### config.mk
export PLATFORM = sky130hd
export DESIGN_NAME = gfp_mul_red_pipe
export DESIGN_NICKNAME = d
export VERILOG_FILES = /design/src/rtl/gfp_mul_red_pipe.sv
export SDC_FILE = /design/constraint.sdc
export NUM_CORES = 1
export LEC_CHECK = 0
export ABC_AREA = 1
export CORE_MARGIN = 3
export CORE_UTILIZATION = 40
export CTS_CLUSTER_DIAMETER = 80
export DETAILED_ROUTE_END_ITERATION = 7
export GPL_TIMING_DRIVEN = 0
export PLACE_DENSITY_LB_ADDON = 0.12
export SETUP_SLACK_MARGIN = 0.15
export SKIP_LAST_GASP = 1
export SLEW_MARGIN = 15
export SYNTH_ARGS = -nofsm -noshare
export SYNTH_HDL_FRONTEND = slang
export SYNTH_SLANG_ARGS = --single-unit
### constraint.sdc
create_clock -name i_clk -period 16.37 [get_ports i_clk]
set_input_delay 4.0925 -clock i_clk [delete_from_list [all_inputs] [get_ports i_clk]]
set_output_delay 4.0925 -clock i_clk [all_outputs]
set_load 0.03 [all_outputs]
### src/rtl/gfp_mul_red_pipe.sv
// Four-stage GF(p) multiplier with Barrett reduction and an optional
// per-lane modular accumulator (MAC mode), all lanes sharing one handshake.
module gfp_mul_red_pipe #(
  parameter int P     = 251,
  parameter int W     = 8,
  parameter int LANES = 1
) (
  input  logic               i_clk,
  input  logic               i_rst_n,
  input  logic               i_valid,
  output logic               o_ready,
  input  logic [LANES*W-1:0] i_a,
  input  logic [LANES*W-1:0] i_b,
  input  logic               i_mode,
  input  logic               i_clr,
  output logic               o_valid,
  input  logic               i_ready,
  output logic [LANES*W-1:0] o_c
);

  localparam int XW = 2 * W;
  localparam int PW = 4 * W;
  localparam int RW = W + 2;
  localparam int SW = W + 1;
  localparam logic [PW-1:0] ONE_P = PW'(1);
  localparam logic [PW-1:0] P_EXT = PW'(P);
  localparam logic [PW-1:0] MU    = (ONE_P << XW) / P_EXT;
  localparam logic [RW-1:0] P_R   = RW'(P);
  localparam logic [SW-1:0] P_S   = SW'(P);

  // Handshake: a token moves in on i_valid && o_ready and out on
  // o_valid && i_ready; the whole pipe advances together or holds together.
  logic en;

  logic          s1_v_q, s1_v_d, s1_mode_q, s1_mode_d, s1_clr_q, s1_clr_d;
  logic [W-1:0]  s1_a_q [LANES];
  logic [W-1:0]  s1_a_d [LANES];
  logic [W-1:0]  s1_b_q [LANES];
  logic [W-1:0]  s1_b_d [LANES];
  logic          s2_v_q, s2_v_d, s2_mode_q, s2_mode_d, s2_clr_q, s2_clr_d;
  logic [XW-1:0] s2_x_q [LANES];
  logic [XW-1:0] s2_x_d [LANES];
  logic          s3_v_q, s3_v_d, s3_mode_q, s3_mode_d, s3_clr_q, s3_clr_d;
  logic [RW-1:0] s3_r0_q [LANES];
  logic [RW-1:0] s3_r0_d [LANES];
  logic          out_v_q, out_v_d;
  logic [W-1:0]  out_c_q [LANES];
  logic [W-1:0]  out_c_d [LANES];
  logic [W-1:0]  acc_q [LANES];
  logic [W-1:0]  acc_d [LANES];

  logic [PW-1:0] prod [LANES];
  logic [PW-1:0] quo  [LANES];
  logic [PW-1:0] qp   [LANES];
  logic [RW-1:0] r1   [LANES];
  logic [W-1:0]  r2   [LANES];
  logic [SW-1:0] sum0 [LANES];
  logic [W-1:0]  sum1 [LANES];

  // Barrett quotient may undershoot by up to 2, so r0 < 3P needs two fixups.
  always_comb begin
    for (int k = 0; k < LANES; k++) begin
      prod[k] = PW'(s2_x_q[k]) * MU;
      quo[k]  = prod[k] >> XW;
      qp[k]   = quo[k] * P_EXT;
      r1[k]   = (s3_r0_q[k] >= P_R) ? s3_r0_q[k] - P_R : s3_r0_q[k];
      r2[k]   = W'((r1[k] >= P_R) ? r1[k] - P_R : r1[k]);
      sum0[k] = (s3_clr_q ? '0 : {1'b0, acc_q[k]}) + {1'b0, r2[k]};
      sum1[k] = W'((sum0[k] >= P_S) ? sum0[k] - P_S : sum0[k]);
    end
  end

  always_comb begin
    en        = !out_v_q || i_ready;
    s1_v_d    = s1_v_q;
    s1_mode_d = s1_mode_q;
    s1_clr_d  = s1_clr_q;
    s2_v_d    = s2_v_q;
    s2_mode_d = s2_mode_q;
    s2_clr_d  = s2_clr_q;
    s3_v_d    = s3_v_q;
    s3_mode_d = s3_mode_q;
    s3_clr_d  = s3_clr_q;
    out_v_d   = out_v_q;
    if (en) begin
      s1_v_d    = i_valid;
      s1_mode_d = i_mode;
      s1_clr_d  = i_clr;
      s2_v_d    = s1_v_q;
      s2_mode_d = s1_mode_q;
      s2_clr_d  = s1_clr_q;
      s3_v_d    = s2_v_q;
      s3_mode_d = s2_mode_q;
      s3_clr_d  = s2_clr_q;
      out_v_d   = s3_v_q;
    end
    for (int k = 0; k < LANES; k++) begin
      s1_a_d[k]  = s1_a_q[k];
      s1_b_d[k]  = s1_b_q[k];
      s2_x_d[k]  = s2_x_q[k];
      s3_r0_d[k] = s3_r0_q[k];
      out_c_d[k] = out_c_q[k];
      acc_d[k]   = acc_q[k];
      if (en) begin
        s1_a_d[k]  = i_a[k*W +: W];
        s1_b_d[k]  = i_b[k*W +: W];
        s2_x_d[k]  = XW'(s1_a_q[k]) * XW'(s1_b_q[k]);
        s3_r0_d[k] = RW'(PW'(s2_x_q[k]) - qp[k]);
      end
      // Accumulator commits only on the edge the token enters the output register.
      if (en && s3_v_q) begin
        out_c_d[k] = s3_mode_q ? sum1[k] : r2[k];
        if (s3_mode_q) acc_d[k] = sum1[k];
      end
    end
  end

  always_ff @(posedge i_clk or negedge i_rst_n) begin
    if (!i_rst_n) begin
      s1_v_q    <= 1'b0;
      s1_mode_q <= 1'b0;
      s1_clr_q  <= 1'b0;
      s2_v_q    <= 1'b0;
      s2_mode_q <= 1'b0;
      s2_clr_q  <= 1'b0;
      s3_v_q    <= 1'b0;
      s3_mode_q <= 1'b0;
      s3_clr_q  <= 1'b0;
      out_v_q   <= 1'b0;
      for (int k = 0; k < LANES; k++) begin
        s1_a_q[k]  <= '0;
        s1_b_q[k]  <= '0;
        s2_x_q[k]  <= '0;
        s3_r0_q[k] <= '0;
        out_c_q[k] <= '0;
        acc_q[k]   <= '0;
      end
    end else begin
      s1_v_q    <= s1_v_d;
      s1_mode_q <= s1_mode_d;
      s1_clr_q  <= s1_clr_d;
      s2_v_q    <= s2_v_d;
      s2_mode_q <= s2_mode_d;
      s2_clr_q  <= s2_clr_d;
      s3_v_q    <= s3_v_d;
      s3_mode_q <= s3_mode_d;
      s3_clr_q  <= s3_clr_d;
      out_v_q   <= out_v_d;
      for (int k = 0; k < LANES; k++) begin
        s1_a_q[k]  <= s1_a_d[k];
        s1_b_q[k]  <= s1_b_d[k];
        s2_x_q[k]  <= s2_x_d[k];
        s3_r0_q[k] <= s3_r0_d[k];
        out_c_q[k] <= out_c_d[k];
        acc_q[k]   <= acc_d[k];
      end
    end
  end

  always_comb begin
    o_c = '0;
    for (int k = 0; k < LANES; k++) o_c[k*W +: W] = out_c_q[k];
  end

  assign o_ready = en;
  assign o_valid = out_v_q;

endmodule
# After elaboration in Yosys (flattened, before gate mapping)
# Index checks and enable logic that the tools add are counted.
[totals]
latchBits = 0
memories = 0
reg_bits = 68
output_inout_bits = 10
mem_bits_ro = 0
ramBits = 0
elab_cells = 36
[classes]
bitwise = 0
shift = 0
n_eq_ne = 0
n_addsub = 5
mul = 3
mux = 5
div_mod_pow = 0
n_lt_le_gt_ge = 3
reduce_logical = 4
[ops]
columns = ["op", "count"]
rows = [
  ["$mux 8", 4],
  ["$mul 16x9->25 const B", 1],
  ["$ge 10x8->1 const B", 2],
  ["$mul 8x8->16", 1],
  ["$sub 8x8->8 const B", 2],
  ["$mul 9x8->10 const B", 1],
  ["$mux 10", 1],
  ["$sub 10x10->10", 1],
  ["$sub 10x8->10 const B", 1],
  ["$add 8x8->9", 1],
  ["$ge 9x8->1 const B", 1],
  ["$reduce_and 2->1", 1],
  ["$logic_and 1x1->1", 1],
  ["$logic_not 1->1", 1],
  ["$logic_or 1x1->1", 1],
]

# Longest topological paths before layout
# Gate-level depths: netlist of the first run.
[depth]
depth_word = 8
depth_mapped = 37
ltp_nobuf = 37

# Worst setup path before layout of the first run
# Ideal clock, no wire load.
[synth_timing]
path_type = "input to output"
from = "in i_ready"
to = "out o_ready"
t_arrival_ns = 4.888
path_slack_ns = 7.390
path_stages = 4
required_time_ns = 12.277
path_cell_list = "nor2_1 -> clkbuf_1 -> inv_1 -> clkbuf_1"
[synth_between]
elab_chain_len = 1
[synth_rtl]
columns = ["element", "line_no", "text"]
rows = [
  ["from (decl)", "17", "input logic i_ready,"],
  ["$logic_or 1x1->1", "74", "en = !out_v_q || i_ready;"],
  ["to (decl)", "11", "output logic o_ready,"],
]
# No other way between the ends.

# Worst setup path in the final report of the first run
# Same ends and word-level chain as after synthesis.

==> flow_summary_export.csv, run 1 <==
group,metric,value,unit
drt,num_vias,7106,
cells_and_area,area_delta_synth_final,11.17,%
status,status,"completed",
global_routing,grt_pass1_wl,34450,um
global_routing,antenna_found_initial,0,
timing,fmax,0.09674,GHz
global_routing,track_usage,0.1762,
drt,wire_per_inst,12.88,um
drt,avgViaCountPerCell,4.763,
die,chipHeight,153.5,um
cells_and_area,diodes,0,
setup_path,path_max_fanout,10,
yosys,yosysUniqueCellTypes,40,
yosys,synth.net_count,1393,
die,io_pins,32,
clock_tree,hold_buffers,0,
die,die_w,153.5,um
global_routing,gr-total-overflow,0,
drt,met1_length,9387,um
timing,slew_headroom,0.5649,
setup_path,crit_path_end_kind,"output pin",
yosys,synthFlopType,"dfrtp_1",
clock_tree,clock_path_buffers,2,
clock_tree,clkSlewWorstSetupHoldPaths,60,ps
placement,port_buffers,31,
worst_hold_path,hp-class,"register to register",
cells_and_area,drive_gt1_frac,0.03698,
timing,maxSlewViolCount,0,
drt,totalWireLength,19220,um
clock_tree,root_buffer,"clkbuf_16",
timing,hold_viol,0,
yosys,yosys_register_bits,68,
yosys,syn_area_per_cell,7.444,um2
yosys,netlist_instances,1169,
setup_path,path_buf_inv,5,
timing,finalCritPeriodShare,0.6315,
clock_tree,cts_tree,"built",
yosys,yosysWarnings,0,
die,die_area,23560,um2
clock_tree,cts-resized-gates,0,
timing,setup_tns,0,ps
drt,wl_met2,9098,um
cells_and_area,nets,1436,
setup_path,slowest_stage,"clkdlybuf4s50_1",
cells_and_area,n_fill_cell,2246,
drt,wl_met3,555,um
clock_tree,htreeDepth,3,
clock_tree,cts_setup_buffers,0,
clock_tree,cts_buffers,9,
global_routing,grt_max_degree,58,
clock_tree,clk_latency,340,ps
die,initial_core_util,0.4101,
setup_path,cp-start-kind,"input port",
timing,fin_crit,10340,ps
drt,final_antenna_net_count,0,
timing,rsz0062_at_grt,"false",
die,rows,53,
drt,firstDrtPassIters,4,
setup_path,path_class,"input port to output pin",
setup_path,crit_arrival,6240,ps
die,core-area,21220,um2
setup_path,critPathTopFamily,"buffers and inverters",
setup_path,critPathMaxStageDelay,650,ps
yosys,synth_edf_count,0,
flow_run,maxCapViolCount,0,
yosys,ys_seq_area_frac,0.1955,
timing,finClkSkew,6.100,ps
drt,remaining_drc_errors,0,
drt,drt_iter0_markers,228,
placement,place_congestion,0.8163,
global_routing,grt_pass1_vias,7200,
timing,worst_pin_slew,652.7,ps
clock_tree,cts.sinks,68,
placement,dpl.hpwl,15830,um
setup_path,cp_cell_sequence,"clkdlybuf4s50_1 > nor2_1 > clkbuf_1 > inv_1 > clkbuf_1 > clkdlybuf4s50_1",
drt,top_layer,"met4",
yosys,netlist_area,8702,um2
yosys,synthArstFlopShare,1.000,
setup_path,crit_required,12280,ps
timing,setup_viol,0,
## cells in the mapped netlist, types with 3 or more instances
cell type  count  area (um2)
o31ai_1        3       22.52
a21oi_1       36       180.2
nand2_1      356        1336
ha_1         134        1677
clkbuf_1      25       93.84
nor3_1         4       20.02
nand2_4        3       33.78
and2_1         3       18.77
inv_1        232       870.8
buf_1          4       15.01
xnor2_1       13       113.9
nand2_2        6       37.54
o21a_1         4       30.03
nand3_1       60       300.3
nor2_1        37       138.9
dfrtp_1       68        1702
nand4_1       14       87.58
nand3b_1       5       37.54
fa_1          68        1361
o21ai_0       43       215.2
xor2_1        23       201.4
or2_2          7       43.79
## per-layer routing
layer / global-route usage / vias up
li1: - / 3695
met1: 0.2446 / 3328
met2: 0.2929 / 67
met3: 0.03321 / 16
met4: 0.02944 / 0
met5: 0 / -
## logic make-up (layout without fill, tap and decap cells)
kind of cell	after synthesis	count (layout)	share of synthesized area
simple gates	502	502	0.2447
fa+ha+maj	202	202	0.3491
compound gates	95	95	0.05910
flops	68	68	0.1955
xor+xnor	36	36	0.03623
buf+inv	266	314	0.1153
## cell type report
cell class	count	area, um2	area share
clock inverters	7	67.56	0.006984
clock buffers	9	225.2	0.02328
inverters	235	884.6	0.09144
flip-flops and latches	68	1702	0.1759
repair buffers	32	335.3	0.03466
multi-input cells	835	5997	0.6199
plain buffers	31	118.9	0.01229
well taps	275	344.1	0.03557
## cell usage in the layout (no fill, tap or decap), drive strengths merged, types with 15 or more instances in the layout
cell type,n
fa,68
a21oi,36
inv,234
nand3,62
o21ai,45
nand2,365
xor2,23
ha,134
dfrtp,68
nand4,15
clkdlybuf4s50,30
nor2,40
clkbuf,34
## worst register-to-register path: cells and delay by family, from the launching register on
kind                     cells  cell delay (ps)
buffers and inverters        7              460
XOR/XNOR                     1              320
adder cells (fa/ha/maj)     11             4100
AND/OR/NAND/NOR             14             1400
AO/OA/AOI/OAI                4              410
flip-flops                   1              470
## metrics by stage
stage               instances  cell area (um2)  setup slack [ps]  hold slack, ps    util
floorplan                1169             8702              7390           431.7       -
global placement         1475             9356              5991           462.6  0.4409
detailed placement       1476             9382              5961           460.1  0.4421
CTS                      1492             9674              5951           467.5  0.4559
global route             1492             9674              5820           501.8  0.4559
finish                   1492             9674              6033           464.8  0.4559
## path summary, 6_finish.rpt
path                                  startpoint                     end  slack [ps]  cells after the start
max                                      i_ready                 o_ready        6030                      6
min                         s2_clr_q$_DFFE_PN0N_    s3_clr_q$_DFFE_PN0N_         460                      2
max reg2reg                s2_x_q[9]$_DFFE_PN0N_  s3_r0_q[9]$_DFFE_PN0N_        9110                     37
min reg2reg                 s2_clr_q$_DFFE_PN0N_    s3_clr_q$_DFFE_PN0N_         460                      2
max in group asynchronous                i_rst_n   s1_a_q[3]$_DFFE_PN0N_       12230                      2
min in group asynchronous                i_rst_n  s3_r0_q[5]$_DFFE_PN0N_        3600                      1
## sequential cells by signal, indices dropped and copies added (netlist names), 8 cells and up
signal	count
acc_q	8
s2_x_q	16
o_c	8
s1_b_q	8
s3_r0_q	10
s1_a_q	8
Power of run 1 is left out: the tool's default activity adds up to more than one toggle a clock period on the data nets, which glitch-free logic cannot reach.
==> inputs of run 2 (changes only) <==
==> constraint.sdc (replaced) <==
create_clock -name i_clk -period 9.35 [get_ports i_clk]
set_input_delay 2.3375 -clock i_clk [delete_from_list [all_inputs] [get_ports i_clk]]
set_output_delay 2.3375 -clock i_clk [all_outputs]
set_load 0.03 [all_outputs]
==> results of run 2 <==
Same layout as run 1 (identical final DEF). Status: completed.
Main changes from that run: setup slack after placement 5961 ps -> 2020 ps; setup slack after layout 6033 ps -> 2088 ps; start point of the critical path i_ready -> s2_x_q[9]$_DFFE_PN0N_; end point of the critical path o_ready -> s3_r0_q[9]$_DFFE_PN0N_; register-to-register setup slack 9110 ps -> 2090 ps
Power of run 2 is left out for the same reason.
==> inputs of run 3 (changes only) <==
==> constraint.sdc (replaced) <==
create_clock -name i_clk -period 7 [get_ports i_clk]
set_input_delay 1.75 -clock i_clk [delete_from_list [all_inputs] [get_ports i_clk]]
set_output_delay 1.75 -clock i_clk [all_outputs]
set_load 0.03 [all_outputs]
==> flow_summary_export.csv, run 3 (synthesis gave the netlist of run 1 again) <==
group,metric,value,unit
clock_tree,root_buffer,"clkbuf_16",
drt,final_antenna_net_count,0,
setup_path,regToRegStartpoint,"s2_x_q[9]$_DFFE_PN0N_",
drt,avgViaCountPerCell,4.753,
placement,dpl_worst_slack,-329.8,ps
setup_path,critPathMaxStageDelay,550,ps
timing,setup_viol,0,
die,die_w,153.5,um
timing,finalCritPeriodShare,0.9392,
die,chipHeight,153.5,um
clock_tree,cts_tree,"built",
worst_hold_path,hp-class,"register to register",
placement,port_buffers,31,
drt,drt_iter0_markers,196,
setup_path,slowest_stage,"fa_1",
worst_hold_path,hold_depth,2,
die,io_pins,32,
cells_and_area,drive_gt1_frac,0.1140,
global_routing,grt_max_degree,58,
global_routing,grt_pass1_wl,34920,um
placement,dpl.hpwl,15830,um
timing,maxSlewViolCount,0,
timing,slew_headroom,0.5607,
clock_tree,htreeDepth,3,
timing,setup_slack,425.9,ps
die,die_area,23560,um2
setup_path,r2r_end,"s3_r0_q[9]$_DFFE_PN0N_",
timing,rsz0062_at_grt,"false",
timing,hold_viol,0,
flow_run,maxCapViolCount,0,
cells_and_area,area_delta_synth_final,18.69,%
cells_and_area,regMostFlops,"s2_x_q",
setup_path,path_max_fanout,4,
timing,finClkSkew,4.371,ps
timing,fin_crit,6574,ps
cells_and_area,diodes,0,
die,rows,53,
clock_tree,clk_latency,340,ps
global_routing,gr-total-overflow,0,
setup_path,cpMostUsedCell,"nand2_1",
cells_and_area,layout_common_cells,"nand2_1, inv_1, ha_1",
cells_and_area,nets,1456,
drt,num_vias,7186,
placement,place_congestion,0.8163,
timing,fmax,0.1521,GHz
status,status,"completed",
setup_path,rr_worst_depth,32,
die,initial_core_util,0.4101,
setup_path,crit_required,7230,ps
setup_path,cp-start-kind,"register",
drt,totalWireLength,19950,um
setup_path,path_class,"register to register",
timing,setup_tns,0,ps
global_routing,antenna_found_initial,0,
cells_and_area,final_common_cell,"nand2_1",
timing,worst_pin_slew,659.0,ps
clock_tree,clkSlewWorstSetupHoldPaths,60,ps
die,core-area,21220,um2
global_routing,track_usage,0.1787,
global_routing,grt_pass1_vias,7287,
setup_path,crit_arrival,6800,ps
clock_tree,cts_buffers,9,
worst_hold_path,min_from,"s2_clr_q$_DFFE_PN0N_",
setup_path,reg2reg_slack,430,ps
clock_tree,cts.sinks,68,
drt,firstDrtPassIters,4,
cells_and_area,reg.largest.list,"s2_x_q (16), s3_r0_q (10)",
worst_hold_path,whs_endpoint,"s3_clr_q$_DFFE_PN0N_",
drt,wire_per_inst,13.20,um
drt,remaining_drc_errors,0,
cells_and_area,stdcell_count,1512,
clock_tree,clock_path_buffers,2,
cells_and_area,largest_reg_flops,16,
setup_path,crit_path_end_kind,"register",
cells_and_area,n_fill_cell,2170,
placement,place_inst,1476,
==> run 3: worst max-delay path by stage <==
stage / start / to / slack, ps / cells after the start
floorplan: s2_x_q[9]$_DFFE_PN0N_ / s3_r0_q[9]$_DFFE_PN0N_ / 480 / 32
global placement: s2_x_q[9]$_DFFE_PN0N_ / s3_r0_q[9]$_DFFE_PN0N_ / -250 / 37
detailed placement: s2_x_q[9]$_DFFE_PN0N_ / s3_r0_q[9]$_DFFE_PN0N_ / -330 / 37
CTS: s2_x_q[9]$_DFFE_PN0N_ / s3_r0_q[9]$_DFFE_PN0N_ / 160 / 35
global route: s2_x_q[10]$_DFFE_PN0N_ / s3_r0_q[9]$_DFFE_PN0N_ / 110 / 37
finish: s2_x_q[9]$_DFFE_PN0N_ / s3_r0_q[9]$_DFFE_PN0N_ / 430 / 32
==> run 3: area by class of cell <==
cell class | instances | area [um2] | area share
inverters | 235 | 884.6 | 0.08564
well taps | 275 | 344.1 | 0.03331
clock buffers | 9 | 225.2 | 0.02180
plain buffers | 31 | 126.4 | 0.01223
repair buffers | 52 | 485.5 | 0.04700
multi-input cells | 835 | 6480 | 0.6274
clock inverters | 7 | 67.56 | 0.006541
flip-flops and latches | 68 | 1715 | 0.1661
==> run 3: worst max-delay path: cells and delay by family, from the launching register on <==
family | cells | cell delay (ps)
and+or+nand+nor | 16 | 1290
adders and majority gates | 10 | 4020
xor gates and xnor gates | 1 | 270
AOI/OAI and AO/OA | 1 | 170
DFF | 1 | 450
buffers and inverters | 4 | 260
==> run 3: per-stage QoR <==
stage / instance area, um2 / util / hold WS (ps)
final: 10330 / 0.4867 / 463.8
after global routing: 10330 / 0.4867 / 501.8
after CTS: 9871 / 0.4652 / 467.5
after detailed placement: 9382 / 0.4421 / 460.1
after global placement: 9356 / 0.4409 / 462.6
after floorplan: 8702 / - / 431.7
==> run 3: per-layer routing <==
metal  wire (um)  global-route usage  share of wire
met1        9631              0.2460           0.48
met2        9714              0.3004           0.49
met3         452             0.03293          0.023
met4         155             0.02944         0.0078
met5           0                   0              0
==> run 3: what timing repair did <==
action	CTS	global route
resized for setup	30	67
pin swaps	10	39
buffers inserted	9	11
setup endpoints to repair	2	3
hold buffers	0	0
Power of run 3 is left out for the same reason.
